File: config.mk
export PLATFORM = sky130hd
export DESIGN_NAME = column_stream_source
export DESIGN_NICKNAME = d
export VERILOG_FILES = /design/src/rtl/column_stream_source.sv
export SDC_FILE = /design/constraint.sdc
export NUM_CORES = 1
export LEC_CHECK = 0
export CORE_ASPECT_RATIO = 2
export CORE_MARGIN = 1.5
export CORE_UTILIZATION = 30
export CTS_CLUSTER_DIAMETER = 100
export DETAILED_ROUTE_END_ITERATION = 10
export DONT_BUFFER_PORTS = 1
export PLACE_DENSITY_LB_ADDON = 0.25
export SYNTH_ARGS = -nofsm -noshare
export SYNTH_HDL_FRONTEND = slang
export SYNTH_SLANG_ARGS = --single-unit
File: constraint.sdc
create_clock -name pixel_clk_in -period 8.2 [get_ports pixel_clk_in]
set_input_delay 1.23 -clock pixel_clk_in [delete_from_list [all_inputs] [get_ports pixel_clk_in]]
set_output_delay 1.23 -clock pixel_clk_in [all_outputs]
set_load 0.01 [all_outputs]
File: src/rtl/column_stream_source.sv
`default_nettype none
// ============================================================================
// Module   : column_stream_source
// Purpose  : Bring-up column-record transmitter. On a frame trigger it streams
//            one 38-bit record per screen column over valid/ready/last, using
//            one of four synthetic wall patterns latched per frame.
// Revision : 1.0 - initial release
// ============================================================================
module column_stream_source #(
    parameter int SCREEN_WIDTH  = 320,
    parameter int SCREEN_HEIGHT = 240,
    parameter int FLAT_HEIGHT   = 120,
    parameter int PHASE_STEP    = 4
) (
    input  logic        pixel_clk_in,
    input  logic        rst_in,
    input  logic        start_in,
    input  logic [1:0]  mode_in,
    input  logic        col_tready_in,
    output logic        col_tvalid_out,
    output logic [37:0] col_tdata_out,
    output logic        col_tlast_out,
    output logic        busy_out,
    output logic        frame_done_out,
    output logic        overrun_out
);

    typedef enum logic [0:0] {
        IDLE   = 1'b0,
        STREAM = 1'b1
    } state_t;

    // 10-bit copies of the geometry so column arithmetic never wraps at 9 bits
    localparam logic [9:0] WIDTH_C = 10'(SCREEN_WIDTH);
    localparam logic [9:0] HALF_C  = 10'(SCREEN_WIDTH / 2);
    localparam logic [9:0] LAST_C  = 10'(SCREEN_WIDTH - 1);
    localparam logic [9:0] HMAX_C  = 10'(SCREEN_HEIGHT);
    localparam logic [9:0] FLAT_C  = 10'(FLAT_HEIGHT);
    localparam logic [9:0] STEP_C  = 10'(PHASE_STEP);
    localparam logic [8:0] LAST_H  = 9'(SCREEN_WIDTH - 1);

    state_t      state;
    state_t      next_state;
    logic [8:0]  hcount;
    logic [8:0]  next_hcount;
    logic [8:0]  phase;
    logic [8:0]  next_phase;
    logic [1:0]  mode;
    logic [1:0]  next_mode;
    logic [9:0]  phase_sum;
    logic        handshake;
    logic        final_hs;
    logic        next_done;
    logic        next_overrun;
    logic [37:0] next_record;

    // Build one column record for column h, pattern m and scroll phase p
    function automatic logic [37:0] make_record(
        input logic [8:0] h,
        input logic [1:0] m,
        input logic [8:0] p
    );
        logic [9:0]  s;
        logic [9:0]  tri_v;
        logic [9:0]  height;
        logic        wall_type;
        logic [3:0]  map_data;
        logic [15:0] wall_x;
        s = {1'b0, h} + {1'b0, p};
        if (s >= WIDTH_C) begin
            s = s - WIDTH_C;
        end
        tri_v     = (s < HALF_C) ? s : (LAST_C - s);
        height    = FLAT_C;
        wall_type = 1'b0;
        map_data  = 4'd1;
        wall_x    = 16'h0000;
        case (m)
            2'd1: begin
                height    = {2'b00, h[8:1]};
                wall_type = h[0];
                map_data  = h[8:5];
                wall_x    = {h[3:0], 12'h000};
            end
            2'd2: begin
                height    = h[4] ? 10'd200 : 10'd40;
                wall_type = h[4];
                map_data  = h[8:5];
                wall_x    = {h[3:0], 12'h000};
            end
            2'd3: begin
                height    = 10'd40 + tri_v;
                wall_type = s[5];
                map_data  = s[8:5];
                wall_x    = {s[3:0], 12'h000};
            end
            default: begin
                height    = FLAT_C;
            end
        endcase
        if (height > HMAX_C) begin
            height = HMAX_C;
        end
        return {h, height[7:0], wall_type, map_data, wall_x};
    endfunction

    assign handshake      = col_tvalid_out && col_tready_in;
    assign final_hs       = handshake && (hcount == LAST_H);
    assign col_tvalid_out = (state == STREAM);
    assign busy_out       = (state == STREAM);

    // Next-state, next-column and event decode; record is formed from next values
    always_comb begin
        next_state   = state;
        next_hcount  = hcount;
        next_mode    = mode;
        next_phase   = phase;
        next_done    = 1'b0;
        next_overrun = 1'b0;
        phase_sum    = {1'b0, phase} + STEP_C;
        case (state)
            IDLE: begin
                if (start_in) begin
                    next_state  = STREAM;
                    next_hcount = 9'd0;
                    next_mode   = mode_in;
                end
            end
            STREAM: begin
                if (final_hs) begin
                    next_phase = 9'((phase_sum >= WIDTH_C) ? (phase_sum - WIDTH_C) : phase_sum);
                    next_done  = 1'b1;
                    next_hcount = 9'd0;
                    if (start_in) begin
                        next_mode = mode_in;
                    end else begin
                        next_state = IDLE;
                    end
                end else begin
                    if (handshake) begin
                        next_hcount = hcount + 9'd1;
                    end
                    next_overrun = start_in;
                end
            end
            default: begin
                next_state = IDLE;
            end
        endcase
        next_record = make_record(next_hcount, next_mode, next_phase);
    end

    // State register
    always_ff @(posedge pixel_clk_in) begin
        if (rst_in) begin
            state <= IDLE;
        end else begin
            state <= next_state;
        end
    end

    // Column counter, frame context and registered record outputs
    always_ff @(posedge pixel_clk_in) begin
        if (rst_in) begin
            hcount         <= 9'd0;
            mode           <= 2'd0;
            phase          <= 9'd0;
            col_tdata_out  <= 38'd0;
            col_tlast_out  <= 1'b0;
            frame_done_out <= 1'b0;
            overrun_out    <= 1'b0;
        end else begin
            hcount         <= next_hcount;
            mode           <= next_mode;
            phase          <= next_phase;
            col_tdata_out  <= (next_state == STREAM) ? next_record : 38'd0;
            col_tlast_out  <= (next_state == STREAM) && (next_hcount == LAST_H);
            frame_done_out <= next_done;
            overrun_out    <= next_overrun;
        end
    end

endmodule
`default_nettype wire

==> results of run 1 <==
[critical path, stage by stage]
cell	delay [ps]
nand4_4	90
nor2_1	270
nand2_1	230
nand2_1	190
o32a_1	300
inv_1	130
ha_1	320
a211oi_2	330
nor2_2	120
o21a_1	180
nor2_1	100
xnor2_1	100
inv_1	100
ha_1	140
nor4b_1	430
nand4_4	150
a31o_4	300
xnor2_1	420
inv_1	160
ha_1	210
nand2_1	70
o21ai_1	190
nor2_1	250
o221ai_1	160
o211ai_1	390
nor4_4	110
nor3b_1	180
[cells in the mapped netlist, drive strengths merged, types with 5 or more instances]
master,instances
a211oi,5
a21oi,19
a22oi,5
and2,8
and3,5
buf,18
clkbuf,14
dfxtp,48
ha,19
inv,17
mux2i,6
nand2,43
nand2b,5
nand3,9
nand4,8
nor2,38
nor2b,14
nor3,14
nor3b,10
o211ai,5
o21a,7
o21ai,16
o22ai,5
xnor2,18
[power groups by stage]
stage,logic [W],clock network [W],registers [W]
3_5_place_dp,0.0000456,0,0.000246
2_1_floorplan,0.0000411,0,0.000246
4_1_cts,0.0000457,0.000240,0.000241
6_report,0.0000461,0.000233,0.000240
5_1_grt,0.0000495,0.000250,0.000241
3_3_place_gp,0.0000452,0,0.000246
[cell usage in the layout (no fill, tap or decap), types with 6 or more instances in the layout]
master,n
nor2_1,37
nor3_1,14
conb_1,12
nand2_1,43
nor2b_1,14
o21ai_0,11
inv_1,17
dfxtp_1,48
and2_1,7
o21a_1,7
nor3b_1,8
a21oi_1,19
mux2i_1,6
nand3_1,8
ha_1,19
nand4_1,6
xnor2_1,18
[per-layer routing]
| metal | global-route usage [%] | share of wire, % | up-vias |
|---|---|---|---|
| met5 | 0 | 0 | - |
| met2 | 31.0 | 56 | 77 |
| met3 | 1.64 | 2.7 | 22 |
| met4 | 8.94 | 4.1 | 0 |
| li1 | - | - | 1480 |
| met1 | 15.4 | 37 | 1452 |
[logic make-up (layout without fill, tap and decap cells)]
family	Yosys count	count (layout)	synth area share (%)
AOI/OAI and AO/OA	101	101	21.2
buffers and inverters	50	30	6.86
other	1	12	0.108
muxes	9	9	2.80
DFF	48	48	27.6
xor gates and xnor gates	22	22	5.53
and+or+nand+nor	175	175	28.6
adders and majority gates	20	20	7.40
[state kept, by name, indices dropped and copies added (netlist names)]
| name | count |
|---|---|
| phase | 7 |
| col_tdata_out | 26 |
| overrun_out | 1 |
| col_tlast_out | 1 |
| busy_out | 1 |
| mode | 2 |
| hcount | 9 |
| frame_done_out | 1 |
[area by class of cell]
class / count / area, sq um / area share [%]
Clock buffer: 6 / 129 / 3.46
Inverter: 18 / 67.6 / 1.81
Multi-Input combinational cell: 339 / 2320 / 62.4
Sequential cell: 48 / 961 / 25.8
Tap cell: 142 / 178 / 4.77
Timing Repair Buffer: 4 / 30.0 / 0.806
Clock inverter: 2 / 35.0 / 0.941
[per-stage QoR]
step	hold slack, ps	cells	power [W]	setup slack [ps]
6_report	594	559	0.000520	1530
5_1_grt	637	559	0.000540	949
4_1_cts	600	559	0.000526	1520
3_5_place_dp	589	551	0.000292	1200
3_3_place_gp	554	551	0.000291	1440
2_1_floorplan	512	437	0.000287	2070
[how the worst max path moves through the flow]
stage	depth (start not counted)	endpoint	slack [ps]
global placement	27	col_tdata_out[23]	1440
floorplan	27	col_tdata_out[21]	2070
finish	27	col_tdata_out[24]	1530
CTS	27	col_tdata_out[24]	1520
detailed placement	27	col_tdata_out[22]	1200
global route	27	col_tdata_out[22]	950
==> results.ini, run 1 <==
[grt]
overflow = 0
grt_pass1_wl_microns = 15000
antenna_found_initial = 0
grt_max_degree = 22
grt_pass1_vias = 2856
grt_use_total_pct = 15.8

[cells_and_area]
fin_nets = 442
post-route-util_pct = 33.0
design_area_sq_um = 3720
diodes = 0
layout-drive-gt1-share_pct = 9.11
fillers = 1220
area_delta_synth_final_pct = 6.93

[timing]
fmax_ghz = 0.150
final_hold_viol_count = 0
rsz0062_at_grt = false
period_minus_slack_ps = 6670
maxSlewHeadroom_pct = 26.8
finClkSkew_ps = 5.69
setup_viol = 0
drv_slew = 0
fin_setup_tns_ps = 0
tightest_slew_ps = 1090
post-route-period-util_pct = 81.3

[place]
numPortBuffers = 0
dpl_cell_area_sq_um = 3560
place_hpwl_microns = 7400
gp_congestion = 0.965

[detailed_routing]
ant_nets = 0
totalWireLength_microns = 9570
drt_pass1_iterations = 4
drt_iter0_markers = 159
via_per_inst = 5.42
drc = 0
vias = 3031
post_drt_wl_per_cell_microns = 17.1

[worst_setup_path]
end_kind = flip-flop
critPathKind = input port to flip-flop
critPathMaxFanout = 8
r2r_slack_ps = 1610
worstPathRequired_ps = 8410
startpoint_type = input port
r2r_end = col_tdata_out[24]
reg2reg_from = phase[2]
r2r_cells = 26
critPathArrivalTime_ps = 6880
startpoint = col_tready_in

[clocking]
cts_tree = built
post_cts_buffers = 0
tritoncts.num_buffers = 5
cts_sinks = 48
cts_hold_buf = 0
cts_resized = 0
clk_pin_slew_ps = 60
htree_num_levels = 2
clk_latency_ps = 290
clockBufferDepth = 2
cts-root-buf = clkbuf_16

[power_and_ir_drop]
swShare_pct = 24.1
clkPwrFrac_pct = 44.9
vdd_ir_drop_max_uv = 124
p_comb_share_pct = 8.9
p_int_w = 0.000395
p_seq_share_pct = 46.3
power_leakage_nw = 1.42
power.density_nw_per_um2 = 140
p_switching_w = 0.000125

[synth]
syn_inst = 426
synth_warnings = 0
synth_ff_type = dfxtp_1
synth.top_cells.by_area = dfxtp_1 (28%), ha_1 (6.8%), nand2_1 (4.6%), xnor2_1 (4.5%), nor2_1 (4.0%)
synth.yosys.seq_area_share_pct = 27.6
synthDistinctLibCells = 75
syn_area_sq_um = 3480
syn_area_per_cell_sq_um = 8.18
synth_edf_count = 0
yosysTopAreaCell = dfxtp_1
ys_async_sr_fraction_pct = 0
synth_top_area_share_pct = 27.6
ys_ff_latch = 48

[die]
die_area_sq_um = 12300
start_util_pct = 30.9
core-area_sq_um = 11300
ioPinCount = 49
fp.dieH_microns = 155
rows = 55
die_w_microns = 79.2

[min_path]
min_from = mode[0]
hold_path.class = flip-flop to flip-flop
min_path_cells = 2
holdPathEnd = mode[0]

[job]
drv_cap = 0

[outcome]
status = completed

(Power assumes the default switching activity.)
==> inputs of run 2 (changes only) <==
==> constraint.sdc (replaced) <==
create_clock -name pixel_clk_in -period 6.6 [get_ports pixel_clk_in]
set_input_delay 0.99 -clock pixel_clk_in [delete_from_list [all_inputs] [get_ports pixel_clk_in]]
set_output_delay 0.99 -clock pixel_clk_in [all_outputs]
set_load 0.01 [all_outputs]
==> run 2 against run 1 <==
- clock power rose by 36%
- non-clock buffer count rose by 5
- via count rose by 1.8%
- design area rose by 2.0%
- clock skew rose by 1.0 ps
- wire length rose by 2.4%
==> results.ini, run 2 (synthesis gave the netlist of run 1 again) <==
[timing]
finClkSkew_ps = 6.73
final_hold_viol_count = 0
maxSlewHeadroom_pct = 39.7
fin_setup_tns_ps = 0
setup_viol = 0
period_minus_slack_ps = 6140
drv_slew = 0
tightest_slew_ps = 901
rsz0062_at_grt = false
fmax_ghz = 0.163
post-route-period-util_pct = 93.0

[clocking]
clk_pin_slew_ps = 70
htree_num_levels = 2
cts_sinks = 48
clk_latency_ps = 290
cts_hold_buf = 0
clockBufferDepth = 2
cts_tree = built
tritoncts.num_buffers = 5
cts-root-buf = clkbuf_16

[place]
dpl_cell_area_sq_um = 3600
place_hpwl_microns = 7620
gp_congestion = 0.860
numPortBuffers = 0

[cells_and_area]
largest_reg_flops = 26
largestRegisters = col_tdata_out (26), hcount (9), phase (7)
final_cell_mix = dfxtp_1 (48), nand2_1 (43), nor2_1 (37)
design_area_sq_um = 3800
diodes = 0
layout-drive-gt1-share_pct = 11.1
regMostFlops = col_tdata_out
area_delta_synth_final_pct = 9.09
final_common_cell = dfxtp_1
fin_nets = 447

[worst_setup_path]
critical-path-max-stage-delay_ps = 730
crit_top_cell = ha_1
critPathKind = flip-flop to flip-flop
crit_family = compound AO/OA/AOI/OAI gates
r2r_slack_ps = 460
critPathArrivalTime_ps = 6310
critPathMaxFanout = 12
end_kind = flip-flop
path_buf_inv = 0
startpoint_type = flip-flop
slowest_stage = a31oi_1
worstPathRequired_ps = 6770

[die]
die_area_sq_um = 12300
start_util_pct = 30.9
die_w_microns = 79.2
rows = 55
ioPinCount = 49
fp.dieH_microns = 155
core-area_sq_um = 11300

[detailed_routing]
drt_iter0_markers = 143
vias = 3085
via_per_inst = 5.47
ant_nets = 0
drt_pass1_iterations = 4
drc = 0
totalWireLength_microns = 9800
post_drt_wl_per_cell_microns = 17.4

[grt]
grt_pass1_wl_microns = 15500
overflow = 0
grt_max_degree = 22
grt_use_total_pct = 16.3
grt_pass1_vias = 3018
antenna_found_initial = 0

[power_and_ir_drop]
p_seq_share_pct = 44.5
p_int_w = 0.000512
p_switching_w = 0.000161
vdd_ir_drop_max_uv = 129
power.density_nw_per_um2 = 177
power_leakage_nw = 1.46
p_comb_share_pct = 8.5
clkPwrFrac_pct = 47.0
swShare_pct = 23.9
total_power_w = 0.000672

[job]
drv_cap = 0

[min_path]
hold_path.class = flip-flop to flip-flop

[outcome]
status = completed

==> run 2: cell types whose count changed in the layout (fill, tap and decap cells not counted) <==
cell	before	now
clkinv_2	1	0
clkbuf_1	1	0
clkbuf_8	0	2
buf_4	4	9
nor4b_2	0	1
xnor2_2	0	1
nor4b_1	3	2
xnor2_1	18	17
a211oi_2	1	2
a211oi_1	4	3
==> run 2: power by group through the flow <==
stage          logic (W)  clock network (W)  registers [W]
3_3_place_gp   0.0000559                  0       0.000306
3_5_place_dp   0.0000562                  0       0.000306
2_1_floorplan  0.0000511                  0       0.000305
4_1_cts        0.0000563           0.000322       0.000300
6_report       0.0000569           0.000316       0.000299
5_1_grt        0.0000611           0.000333       0.000300
==> run 2: per-stage QoR <==
step / std cells / worst slack [ps] / utilization (%) / hold WS, ps
2_1_floorplan: 437 / 711 / - / 512
3_3_place_gp: 556 / 285 / 31.9 / 552
3_5_place_dp: 556 / 199 / 31.9 / 563
4_1_cts: 564 / 281 / 33.5 / 574
5_1_grt: 564 / 32.2 / 33.7 / 661
6_report: 564 / 463 / 33.7 / 578
==> run 2: worst register-to-register path, cell delays in order, from the launching register on <==
cell and delay, ps:
dfxtp_1 430, ha_1 270, nand3_1 200, xnor2_1 180, ha_1 190, and3_1 150, o21a_1 170, o221ai_1 250
xnor2_1 150, nand2_1 80, xnor2_1 150, ha_1 450, o21ai_0 220, nand2_1 70, a31oi_1 730, and2_1 250
a31o_4 150, mux2_2 410, ha_1 220, nand2_1 60, o21ai_1 180, o21ai_1 380, nand3b_1 130, and4_4 170
nor4_4 280, nor3b_1 90
==> run 2: final timing paths <==
kind | start | to | depth (start not counted)
max | phase[3] | col_tdata_out[24] | 25
min | mode[0] | mode[0] | 2
max reg2reg | phase[3] | col_tdata_out[24] | 25
min reg2reg | mode[0] | mode[0] | 2
==> run 2: area by class of cell <==
type                            count  area [sq um]
Clock buffer                        7           153
Clock inverter                      1          30.0
Tap cell                          142           178
Fill cell                        1180          7490
Timing Repair Buffer                9          67.6
Inverter                           18          67.6
Sequential cell                    48           961
Multi-Input combinational cell    339          2340
==> run 2: routing by layer <==
metal	part of all wire, %	wire length [microns]	up-vias	GRT usage [%]
met4	3.3	325	0	7.69
met3	3.5	346	19	1.70
met1	35	3390	1472	15.0
met2	59	5740	101	33.6
li1	-	-	1493	-
met5	0	0	-	0
==> run 2: repair_timing <==
| item | CTS | global route |
|---|---|---|
| endpoints found under the setup margin | 0 | 6 |
| hold endpoints to repair | 0 | 0 |
| gates resized for setup | 0 | 3 |
| setup buffers | 0 | 0 |
==> inputs of run 3 (changes only) <==
==> constraint.sdc (replaced) <==
create_clock -name pixel_clk_in -period 6.6 [get_ports pixel_clk_in]
set_input_delay 1.32 -clock pixel_clk_in [delete_from_list [all_inputs] [get_ports pixel_clk_in]]
set_output_delay 1.32 -clock pixel_clk_in [all_outputs]
set_load 0.01 [all_outputs]
==> run 3 against run 2 <==
- critical path type unchanged
- maximum frequency up 0.55%
- hold slack gained 1.6 ps
- design area fell by 0.13%
- register-to-register slack improved by 30 ps
- cell count grew 0.71%
==> results.ini, run 3 (synthesis gave the netlist of run 1 again) <==
[detailed_routing]
drt_pass1_iterations = 4
totalWireLength_microns = 9780
post_drt_wl_per_cell_microns = 17.2
vias = 3071
ant_nets = 0
drt_iter0_markers = 160
drc = 0
via_per_inst = 5.41

[grt]
grt_pass1_wl_microns = 15500
antenna_found_initial = 0
grt_pass1_vias = 2997
overflow = 0
grt_use_total_pct = 16.3
grt_max_degree = 22

[worst_setup_path]
startpoint_type = flip-flop
r2r_slack_ps = 500
slowest_stage = ha_2
worstPathRequired_ps = 6800
critPathArrivalTime_ps = 6300
r2r_cells = 28
reg2reg_from = phase[2]
critPathKind = flip-flop to flip-flop
end_kind = flip-flop
critPathMaxFanout = 12
startpoint = phase[2]
r2r_end = col_tdata_out[22]
critical-path-max-stage-delay_ps = 480

[clocking]
clk_pin_slew_ps = 70
cts_sinks = 48
clockBufferDepth = 2
htree_num_levels = 2
cts_tree = built
clk_latency_ps = 290
tritoncts.num_buffers = 5
cts-root-buf = clkbuf_16
post_cts_buffers = 0

[timing]
final_hold_viol_count = 0
maxSlewHeadroom_pct = 53.1
setup_ws_ps = 496
period_minus_slack_ps = 6100
tightest_slew_ps = 703
setup_viol = 0
fmax_ghz = 0.164
drv_slew = 0
whs_ps = 580
post-route-period-util_pct = 92.5
finClkSkew_ps = 8.57

[min_path]
min_path_cells = 2
holdPathEnd = mode[1]
min_from = mode[1]
hold_path.class = flip-flop to flip-flop

[job]
drv_cap = 0

[place]
place_hpwl_microns = 7730
numPortBuffers = 0
dp_slack_ps = 74.4
gp_congestion = 0.896

[cells_and_area]
regMostFlops = col_tdata_out
final_cell_mix = dfxtp_1 (48), nand2_1 (43), nor2_1 (37)
final_common_cell = dfxtp_1
diodes = 0
largestRegisters = col_tdata_out (26), hcount (9), phase (7)
layout-drive-gt1-share_pct = 12.0
largest_reg_flops = 26
fin_nets = 451
area_delta_synth_final_pct = 8.94

[outcome]
status = completed

[die]
die_w_microns = 79.2
core-area_sq_um = 11300
fp.dieH_microns = 155
start_util_pct = 30.9
rows = 55
die_area_sq_um = 12300
ioPinCount = 49

[power_and_ir_drop]
power.density_nw_per_um2 = 162
power_leakage_nw = 1.46
vdd_ir_drop_max_uv = 133

[run 3: cell types whose count changed in the layout (fill, tap and decap cells not counted), sizes merged]
cell / delta
clkinv: +1
clkinvlp: +1
buf: +4
bufinv: -1
clkbuf: -1
[run 3: what timing repair did]
action                                  CTS  global route
hold buffers                              0             0
gates resized for setup                   0             4
endpoints found under the setup margin    0             7
[run 3: worst max path at each step]
stage	slack [ps]	endpoint	cells after the start
floorplan	380	col_tdata_out[21]	27
global placement	230	col_tdata_out[23]	23
detailed placement	70	col_tdata_out[23]	23
CTS	210	col_tdata_out[23]	25
global route	-3	col_tdata_out[22]	28
finish	500	col_tdata_out[22]	28
[run 3: worst max-delay path: cells and delay by family (launching register included)]
| kind | cells | cell delay, ps |
|---|---|---|
| buffers and inverters | 1 | 100 |
| adder cells (fa/ha/maj) | 5 | 1320 |
| AND/OR/NAND/NOR | 8 | 1070 |
| AO/OA/AOI/OAI | 9 | 2080 |
| multiplexers | 1 | 330 |
| XOR/XNOR | 4 | 630 |
| flip-flops | 1 | 450 |
[run 3: area by class of cell]
class / instances / area (sq um)
fillers: 1203 / 7490
multi-input cells: 339 / 2350
flip-flops and latches: 48 / 961
well taps: 142 / 178
clock buffers: 6 / 129
repair buffers: 13 / 97.6
inverters: 18 / 67.6
clock inverters: 2 / 16.3
[run 3: stage by stage]
step / std cells / power, W / instance area [sq um] / setup TNS [ps] / util (%)
4_1_cts: 568 / 0.000618 / 3770 / 0 / 33.4
3_3_place_gp: 560 / 0.000363 / 3630 / 0 / 32.2
3_5_place_dp: 560 / 0.000363 / 3630 / 0 / 32.2
5_1_grt: 568 / 0.000638 / 3790 / -3.41 / 33.6
2_1_floorplan: 437 / 0.000356 / 3520 / 0 / -
6_report: 568 / 0.000614 / 3790 / 0 / 33.6
[run 3: power by group]
part,leakage [nW],switching (W),internal [W]
Sequential,0.389,0.00000556,0.000295
Clock,0.0671,0.000116,0.000141
Combinational,1.00,0.0000396,0.0000170
[run 3: routing by layer]
metal	share of wire [%]	wire [microns]	track usage, %
met4	3.2	309	8.27
met3	3.0	298	1.99
met2	58	5660	32.7
met5	0	0	0
met1	36	3510	15.2
